===== config.mk =====
export PLATFORM = sky130hd
export DESIGN_NAME = data_setup_v
export DESIGN_NICKNAME = d
export VERILOG_FILES = /design/src/rtl/accel_pkg.sv /design/src/rtl/skew_delay_line.sv /design/src/rtl/data_setup_v.sv
export SDC_FILE = /design/constraint.sdc
export NUM_CORES = 1
export LEC_CHECK = 0
export ABC_CLOCK_PERIOD_IN_PS = 7620
export CORE_MARGIN = 2
export CORE_UTILIZATION = 45
export DETAILED_ROUTE_END_ITERATION = 8
export GPL_TIMING_DRIVEN = 1
export HOLD_SLACK_MARGIN = 0.12
export PLACE_DENSITY = 0.66
export RECOVER_POWER = 50
export SLEW_MARGIN = 20
export SYNTH_ARGS = -nofsm -noshare
export SYNTH_HDL_FRONTEND = slang
export SYNTH_HIERARCHICAL = 1
export SYNTH_SLANG_ARGS = --single-unit

===== constraint.sdc =====
create_clock -name clk -period 7.62 [get_ports clk]
set_clock_uncertainty 0.05 [all_clocks]
set_input_delay 2.286 -clock clk [delete_from_list [all_inputs] [get_ports clk]]
set_output_delay 2.286 -clock clk [all_outputs]
set_load 0.01 [all_outputs]

===== src/rtl/accel_pkg.sv =====
// Shared constants and types for the systolic data-setup path feeding the column FIFOs.
package accel_pkg;

   localparam int N_COL = 16;
   localparam int DW    = 8;
   localparam int CNT_W = 8;

   typedef logic [DW-1:0] byte_t;

   typedef enum logic [1:0] {
      IDLE  = 2'd0,
      RUN   = 2'd1,
      DRAIN = 2'd2
   } state_t;

endpackage


===== src/rtl/skew_delay_line.sv =====
// Depth-D byte shift register; depth 0 degenerates to a wire so column 0 has no skew.
module skew_delay_line #(
   parameter int D  = 1,
   parameter int DW = 8
) (
   input  logic          clk,
   input  logic          rst,
   input  logic          clr,
   input  logic          en,
   input  logic [DW-1:0] din,
   output logic [DW-1:0] dout
);

   generate
      if (D == 0) begin : g_wire
         logic unused_ctl;
         assign unused_ctl = ^{clk, rst, clr, en};
         assign dout       = din;
      end else begin : g_shift
         logic [DW-1:0] taps [D];

         always_ff @(posedge clk or negedge rst) begin
            if (!rst) begin
               taps <= '{default: '0};
            end else if (clr) begin
               taps <= '{default: '0};
            end else if (en) begin
               taps[0] <= din;
               for (int i = 1; i < D; i++) begin
                  taps[i] <= taps[i-1];
               end
            end
         end

         assign dout = taps[D-1];
      end
   endgenerate

endmodule


===== src/rtl/data_setup_v.sv =====
// Diagonal-skew writer: spreads each tile row across the column FIFOs so the PE array sees a wavefront.
//   state | meaning
//   IDLE  | waiting for start; row_num == 0 answers with an immediate done
//   RUN   | firing steps s = 0 .. N+N_COL-2, all columns in lockstep
//   DRAIN | last step issued, waiting for every column write to be accepted
module data_setup_v #(
   parameter int N_COL = accel_pkg::N_COL,
   parameter int DW    = accel_pkg::DW,
   parameter int CNT_W = accel_pkg::CNT_W
) (
   input  logic             clk,
   input  logic             rst,
   input  logic             start,
   input  logic [CNT_W-1:0] row_num,
   input  logic             in_valid,
   output logic             in_ready,
   input  logic [DW-1:0]    in_row [N_COL-1:0],
   input  logic [N_COL-1:0] fifo_WREADY_col,
   output logic [N_COL-1:0] fifo_WVALID_col,
   output logic [DW-1:0]    data_col [N_COL-1:0],
   output logic             busy,
   output logic             done
);

   import accel_pkg::*;

   state_t           state;
   logic [CNT_W:0]   s;
   logic [CNT_W:0]   n_lat;
   logic [N_COL-1:0] pend;
   logic             step_ok;
   logic             s_lt_n;
   logic             fire;
   logic             last_step;
   logic             tile_go;
   logic [DW-1:0]    line_in  [N_COL-1:0];
   logic [DW-1:0]    line_out [N_COL-1:0];

   // One stuck column blocks every column so the wavefront never tears.
   assign step_ok   = &(~pend | fifo_WREADY_col);
   assign s_lt_n    = s < n_lat;
   assign in_ready  = (state == RUN) && s_lt_n && step_ok;
   assign fire      = (state == RUN) && step_ok && (!s_lt_n || in_valid);
   assign last_step = s == (n_lat + (CNT_W+1)'(N_COL - 2));
   assign tile_go   = (state == IDLE) && start && (row_num != '0);

   assign busy            = (state == RUN) || (state == DRAIN);
   assign fifo_WVALID_col = pend;

   generate
      for (genvar c = 0; c < N_COL; c++) begin : g_col
         assign line_in[c] = s_lt_n ? in_row[c] : '0;

         skew_delay_line #(
            .D  (c),
            .DW (DW)
         ) u_line (
            .clk  (clk),
            .rst  (rst),
            .clr  (tile_go),
            .en   (fire),
            .din  (line_in[c]),
            .dout (line_out[c])
         );
      end
   endgenerate

   always_ff @(posedge clk or negedge rst) begin
      if (!rst) begin
         state <= IDLE;
         s     <= '0;
         n_lat <= '0;
         done  <= 1'b0;
      end else begin
         done <= 1'b0;
         case (state)
            IDLE: begin
               if (start) begin
                  if (row_num != '0) begin
                     state <= RUN;
                     n_lat <= {1'b0, row_num};
                     s     <= '0;
                  end else begin
                     done <= 1'b1;
                  end
               end
            end
            RUN: begin
               if (fire) begin
                  s <= s + 1'b1;
                  if (last_step) begin
                     state <= DRAIN;
                  end
               end
            end
            DRAIN: begin
               if (pend == '0) begin
                  done  <= 1'b1;
                  state <= IDLE;
               end
            end
            default: state <= IDLE;
         endcase
      end
   end

   // A pending byte is only replaced by the next step, which cannot fire until it is taken.
   always_ff @(posedge clk or negedge rst) begin
      if (!rst) begin
         pend     <= '0;
         data_col <= '{default: '0};
      end else if (fire) begin
         pend     <= '1;
         data_col <= line_out;
      end else begin
         pend <= pend & ~fifo_WREADY_col;
      end
   end

endmodule

# ---- Word-level counts from Yosys, hierarchy flattened
# Cells that the tools add are included.
dict set report word_totals {
  word_cells 235
  output_inout_bits 147
  ff_bits 1124
  in_bits 156
}
dict set report op_classes {
  bitwise 4
  n_lt_le_gt_ge 1
  n_reduce_logical 18
  n_addsub 2
  n_eq_ne 8
  n_mux 61
}
# operator n
set op_table {}
lappend op_table {{120-bit two-way mux} 2}
lappend op_table {{112-bit two-way mux} 2}
lappend op_table {{104-bit two-way mux} 2}
lappend op_table {{96-bit two-way mux} 2}
lappend op_table {{88-bit two-way mux} 2}
lappend op_table {{80-bit two-way mux} 2}
lappend op_table {{72-bit two-way mux} 2}
lappend op_table {{8-bit two-way mux} 18}
lappend op_table {{64-bit two-way mux} 2}
lappend op_table {{56-bit two-way mux} 2}
lappend op_table {{48-bit two-way mux} 2}
lappend op_table {{40-bit two-way mux} 2}
lappend op_table {{32-bit two-way mux} 2}
lappend op_table {{16-bit two-way mux} 3}
lappend op_table {{24-bit two-way mux} 2}
lappend op_table {{16-bit inverter} 2}
lappend op_table {{9-bit two-way mux} 3}
lappend op_table {{9-bit case mux with 2 select lines} 1}
lappend op_table {{16-bit bitwise AND} 1}
lappend op_table {{16-bit logical NOT} 1}
lappend op_table {{16-bit OR} 1}
lappend op_table {{16-bit AND reduction} 1}
lappend op_table {{2-bit two-way mux} 5}
lappend op_table {{8-bit by 4-bit adder with 9-bit output, second input constant} 1}
lappend op_table {{19 further kinds} 31}

# ---- Logic depth before layout (Yosys ltp)
# Gate-level depths: netlist (run 1).
dict set report logic_depth {
  depth_word 7
  mapped_depth 15
  depth_no_buf 9
}

# ---- Hierarchy
# Netlist (run 1), hierarchy kept.
# mod area_per_inst_um2 cells_per_inst instances
set by_module_without_submodules {}
lappend by_module_without_submodules {data_setup_v 7664.9 639 1}
lappend by_module_without_submodules {{skew_delay_line at g_col[15].u_line} 5007.3 395 1}
lappend by_module_without_submodules {{skew_delay_line at g_col[14].u_line} 4660.7 369 1}
lappend by_module_without_submodules {{skew_delay_line at g_col[13].u_line} 4287.9 344 1}
lappend by_module_without_submodules {{skew_delay_line at g_col[12].u_line} 3970.1 318 1}
lappend by_module_without_submodules {{skew_delay_line at g_col[11].u_line} 3614.7 292 1}
lappend by_module_without_submodules {{skew_delay_line at g_col[10].u_line} 3329.4 266 1}
lappend by_module_without_submodules {{skew_delay_line at g_col[9].u_line} 3000.4 240 1}
lappend by_module_without_submodules {{skew_delay_line at g_col[8].u_line} 2671.3 214 1}
lappend by_module_without_submodules {{skew_delay_line at g_col[7].u_line} 2354.8 188 1}
lappend by_module_without_submodules {{skew_delay_line at g_col[6].u_line} 2029.4 163 1}
lappend by_module_without_submodules {{skew_delay_line at g_col[5].u_line} 1717.9 137 1}
lappend by_module_without_submodules {{skew_delay_line at g_col[4].u_line} 1383.8 111 1}
lappend by_module_without_submodules {{skew_delay_line at g_col[3].u_line} 1049.8 85 1}
lappend by_module_without_submodules {{3 more rows} -- -- --}

# ---- Worst setup path before layout (run 1)
# No wires, ideal clock.
dict set report synth_path {
  path_kind {in2out}
  from {in fifo_WREADY_col[11]}
  to {out in_ready}
  setup_slack_ns 2.217
  stages 4
  required_time_ns 5.284
  arrival_time_ns 3.067
  n_path_buf 0
  path_cell_list {nand2b_1 -> o21ai_0 -> nor4_1 -> and3_1}
}
dict set report synth_between {
  elab_chain_cells 3
}
# item line
set synth_lines {}
lappend synth_lines {{from (decl)} data_setup_v.sv:18} ;# input logic [N_COL-1:0] fifo_WREADY_col,
lappend synth_lines {{16-bit OR} data_setup_v.sv:40} ;# assign step_ok = &(~pend | fifo_WREADY_col);
lappend synth_lines {{16-bit AND reduction} data_setup_v.sv:40}
lappend synth_lines {{1-bit logical AND} data_setup_v.sv:42} ;# assign in_ready = (state == RUN) && s_lt_n && step_ok;
lappend synth_lines {{to (decl)} data_setup_v.sv:16} ;# output logic in_ready,
# Every way passes these cells.

# ---- Final worst setup path (run 1)
dict set report layout_path {
  from {in fifo_WREADY_col[8]}
  to {out in_ready}
}
# The elaborated chain is that of the path after synthesis.

==> flow_summary_export.csv, run 1 <==
group,metric,value,unit
routing,wl_per_cell,15.9,µm
yosys,syn-num-nets,4025,
die,start_util,0.454,
worst_setup_path,crit_arrival,4.82,ns
clock_network,post_cts_resize_count,0,
yosys,synthXorXnorAreaFrac,0.00183,
clock_network,root_buffer,"clkbuf_16",
clock_network,cts_inserted_buffers,118,
worst_setup_path,cp.required,5.28,ns
clock_network,path_clk_slew,0.06,ns
yosys,synth.area.top_cells,"dfrtp_1 59%, mux2i_1 20%, nor2_1 7.6%",
global_routing,antenna_found_initial,2,
yosys,syn_inst,3855,
sta,tightest_slew,2.64,ns
run_status,outcome,"finished, violations left",
clock_network,cts_tree,"yes",
global_routing,grt_pass1_wl,145,mm
run_status,violations,"design-rule violations, max-capacitance violations, max-slew violations",
place,post_dp_cell_area,50300,µm²
yosys,synth_edf_count,0,
global_routing,grt_start_max_net_pins,260,
worst_setup_path,crit_start,"fifo_WREADY_col[8]",
yosys,synthArstFlopShare,1.00,
clock_network,postCtsSetupBuffers,0,
clock_network,clockBufferDepth,3,
final_layout,n_antenna_cell,0,
clock_network,cts.hold.buffers_added,0,
worst_setup_path,critPathCapture,"in_ready",
sta,slew_viol_final,831,
yosys,synth_common_cells,"1124 x dfrtp_1, 964 x nor2_1, 960 x mux2i_1, 150 x buf_4",
clock_network,htree_levels,3,
yosys,yosysUniqueCellTypes,53,
yosys,synth_mux_area_frac,0.231,
sta,relSlewSlack,-0.762,
power_and_ir_drop,irDropWorstVdd,0.000264,V
yosys,syn_area_per_cell,12.4,µm²
global_routing,grt-ovfl-total,0,
final_layout,final_area,54200,µm²
routing,vias_per_cell,4.89,
yosys,yosys.area_share.simple,0.103,
sta,fmax,0.140,GHz
sta,fin_crit_sh,0.939,
routing,drtPass1Iterations,7,
final_layout,drive_gt1_frac,0.0938,
place,io_buffers,302,
clock_network,clk_latency,0.69,ns
place,gp_congestion,0.833,
yosys,synth_top_family_by_area,"multiplexers",
yosys,synth_ff_type,"dfrtp_1",
sta,grt_setup_unrepaired,"false",
routing,dr.first_iter.drc_count,1670,
worst_setup_path,rr_endpoint,"g_col[13].u_line/g_shift.taps[101]$_DFFE_PN0P_",
routing,vias,26690,
routing,ant_nets,0,
worst_setup_path,crit_path_start_kind,"primary input",
routing,totalWireLength,86.6,mm
yosys,yosys.area.top_type,"dfrtp_1",
yosys,ys.warnings.count,6,
die,ios,303,
run,maxCapViolations,8,
worst_setup_path,ff2ff_path_depth,10,
yosys,synth_compound_area_frac,0.00682,
die,coreArea,105000,µm²
yosys,ys_ff_latch,1124,
final_layout,nNetsFinal,4138,
routing,post-route-drc-count,24,
worst_setup_path,crit-reg2reg-launch,"fifo_WVALID_col[8]$_DFF_PN0_",
die,die-area,109000,µm²
yosys,yosysMostFrequentCell,"dfrtp_1",
final_layout,seqCellArea,28100,µm²
hold_path,hold_class,"flop to flop",
yosys,synthesis.area,47800,µm²
worst_setup_path,reg2reg_slack,4.02,ns
final_layout,area_delta_synth_final,13.2,%
worst_setup_path,cp-end-kind,"primary output",
worst_setup_path,path_class,"primary input to primary output",
sta,setup_tns,0,ns
sta,setup_violations,0,
power_and_ir_drop,leakagePower,24.9,nW
die,die_w,330,µm
yosys,seq_area_frac_synth,0.588,
place,dp_hpwl,49.9,mm
yosys,yosys.area.top_type_share,0.588,
sta,hold_viol_final,0,
final_layout,multi_input_area,16600,µm²
sta,fin_crit,7.15,ns
die,die_y,330,µm
global_routing,grt_pass1_vias,26863,
worst_setup_path,critical_path.max_fanout,3,
power_and_ir_drop,cellPowerDensity,308,nW/µm²
yosys,synth_fa_ha_area_frac,0.00366,
die,row_count,119,
clock_network,clkSinkCount,1124,
global_routing,grt_usage,0.160,
final_layout,n_fill_cell,9107,
stage by stage:
| stage | hold slack, ns | util | instances | total power (W) | setup slack, ns |
|---|---|---|---|---|---|
| 2_1_floorplan | 0.417 | - | 3855 | 0.0105 | 2.22 |
| 3_3_place_gp | 0.435 | 0.478 | 5238 | 0.0111 | 0.555 |
| 3_5_place_dp | 0.442 | 0.478 | 5238 | 0.0112 | 0.528 |
| 4_1_cts | 0.452 | 0.514 | 5452 | 0.0170 | 0.510 |
| 5_1_grt | 0.461 | 0.514 | 5453 | 0.0175 | 0.495 |
| 6_report | 0.445 | 0.514 | 5453 | 0.0167 | 0.468 |
flip-flops by register name, indices dropped and copies added (netlist names):
register                   flops
data_col                     128
done                           1
fifo_WVALID_col               16
g_col.u_line/dout            120
g_col.u_line/g_shift.taps    840
n_lat                          8
s                              9
state                          2
layout make-up:
type	count	area share
clock inverter	37	0.00721
inverter	18	0.00187
tap	1391	0.0321
clock buffer	177	0.0646
timing repair buffer	362	0.0692
multi-input combinational	2344	0.306
sequential	1124	0.519
worst min-delay path by stage:
stage                     depth (start not counted)                        to                                start
after floorplan                                   1      n_lat[0]$_DFFE_PN0P_                 n_lat[0]$_DFFE_PN0P_
after global placement                            1  data_col[11]$_DFFE_PN0P_  g_col[1].u_line/dout[3]$_DFFE_PN0P_
after detailed placement                          1  data_col[29]$_DFFE_PN0P_             data_col[29]$_DFFE_PN0P_
after CTS                                         1  data_col[11]$_DFFE_PN0P_  g_col[1].u_line/dout[3]$_DFFE_PN0P_
after global routing                              1  data_col[11]$_DFFE_PN0P_  g_col[1].u_line/dout[3]$_DFFE_PN0P_
final                                             1  data_col[88]$_DFFE_PN0P_             data_col[88]$_DFFE_PN0P_
critical path, stage by stage:
cell	delay, ns
clkdlybuf4s50_1	0.46
nand2b_1	0.32
nand4_1	0.14
nor3_1	0.64
buf_4	0.27
and3_1	0.16
clkdlybuf4s50_1	0.54
cell families (layout without fill, tap and decap cells):
logic type	Yosys count	count (layout)
AO/OA/AOI/OAI	50	50
buffers and inverters	387	594
multiplexers	1088	1088
AND/OR/NAND/NOR	1182	1182
flip-flops	1124	1124
XOR/XNOR	10	10
adder cells (fa/ha/maj)	14	14
report_power, final:
group	internal, W	leakage [nW]	switching [W]
clock network	0.00336	1.90	0.00233
registers	0.00648	15.6	0.000305
logic	0.00178	7.39	0.00242
layer usage:
layer,GRT usage,wire [µm],vias up
li1,-,-,12982
met1,0.234,42100,13238
met2,0.247,39300,340
met3,0.0280,3140,126
met4,0.0443,1970,4
met5,0,28,-
cells in the final DEF (no fill, tap or decap), types with 3 or more instances in the layout:
master and n:
a21oi_1 6, clkdlybuf4s50_1 229, o21ai_0 21, clkinvlp_4 7, nor2_1 964, clkbuf_1 30
ha_1 14, bufinv_16 6, clkbuf_4 3, nand4_1 7, xnor2_1 6, clkbuf_8 28
and2_1 128, or4_1 3, dfrtp_1 1124, clkbuf_2 5, mux2i_1 960, or3_1 7
buf_12 22, xor2_1 4, nand2b_1 15, a21o_1 4, nor4_1 7, clkbuf_16 120
inv_1 16, nand2_1 29, o211ai_1 4, mux2_2 128, nor2b_1 3, buf_4 29
dlygate4sd3_1 72, nand3_1 5, clkinv_2 19
(Power assumes the default switching activity.)
==> inputs of run 2 (changes only) <==
- HOLD_SLACK_MARGIN: 0.12 -> 0.03
==> results of run 2 <==
The final DEF is identical to that of run 1; final timing and power are the same.
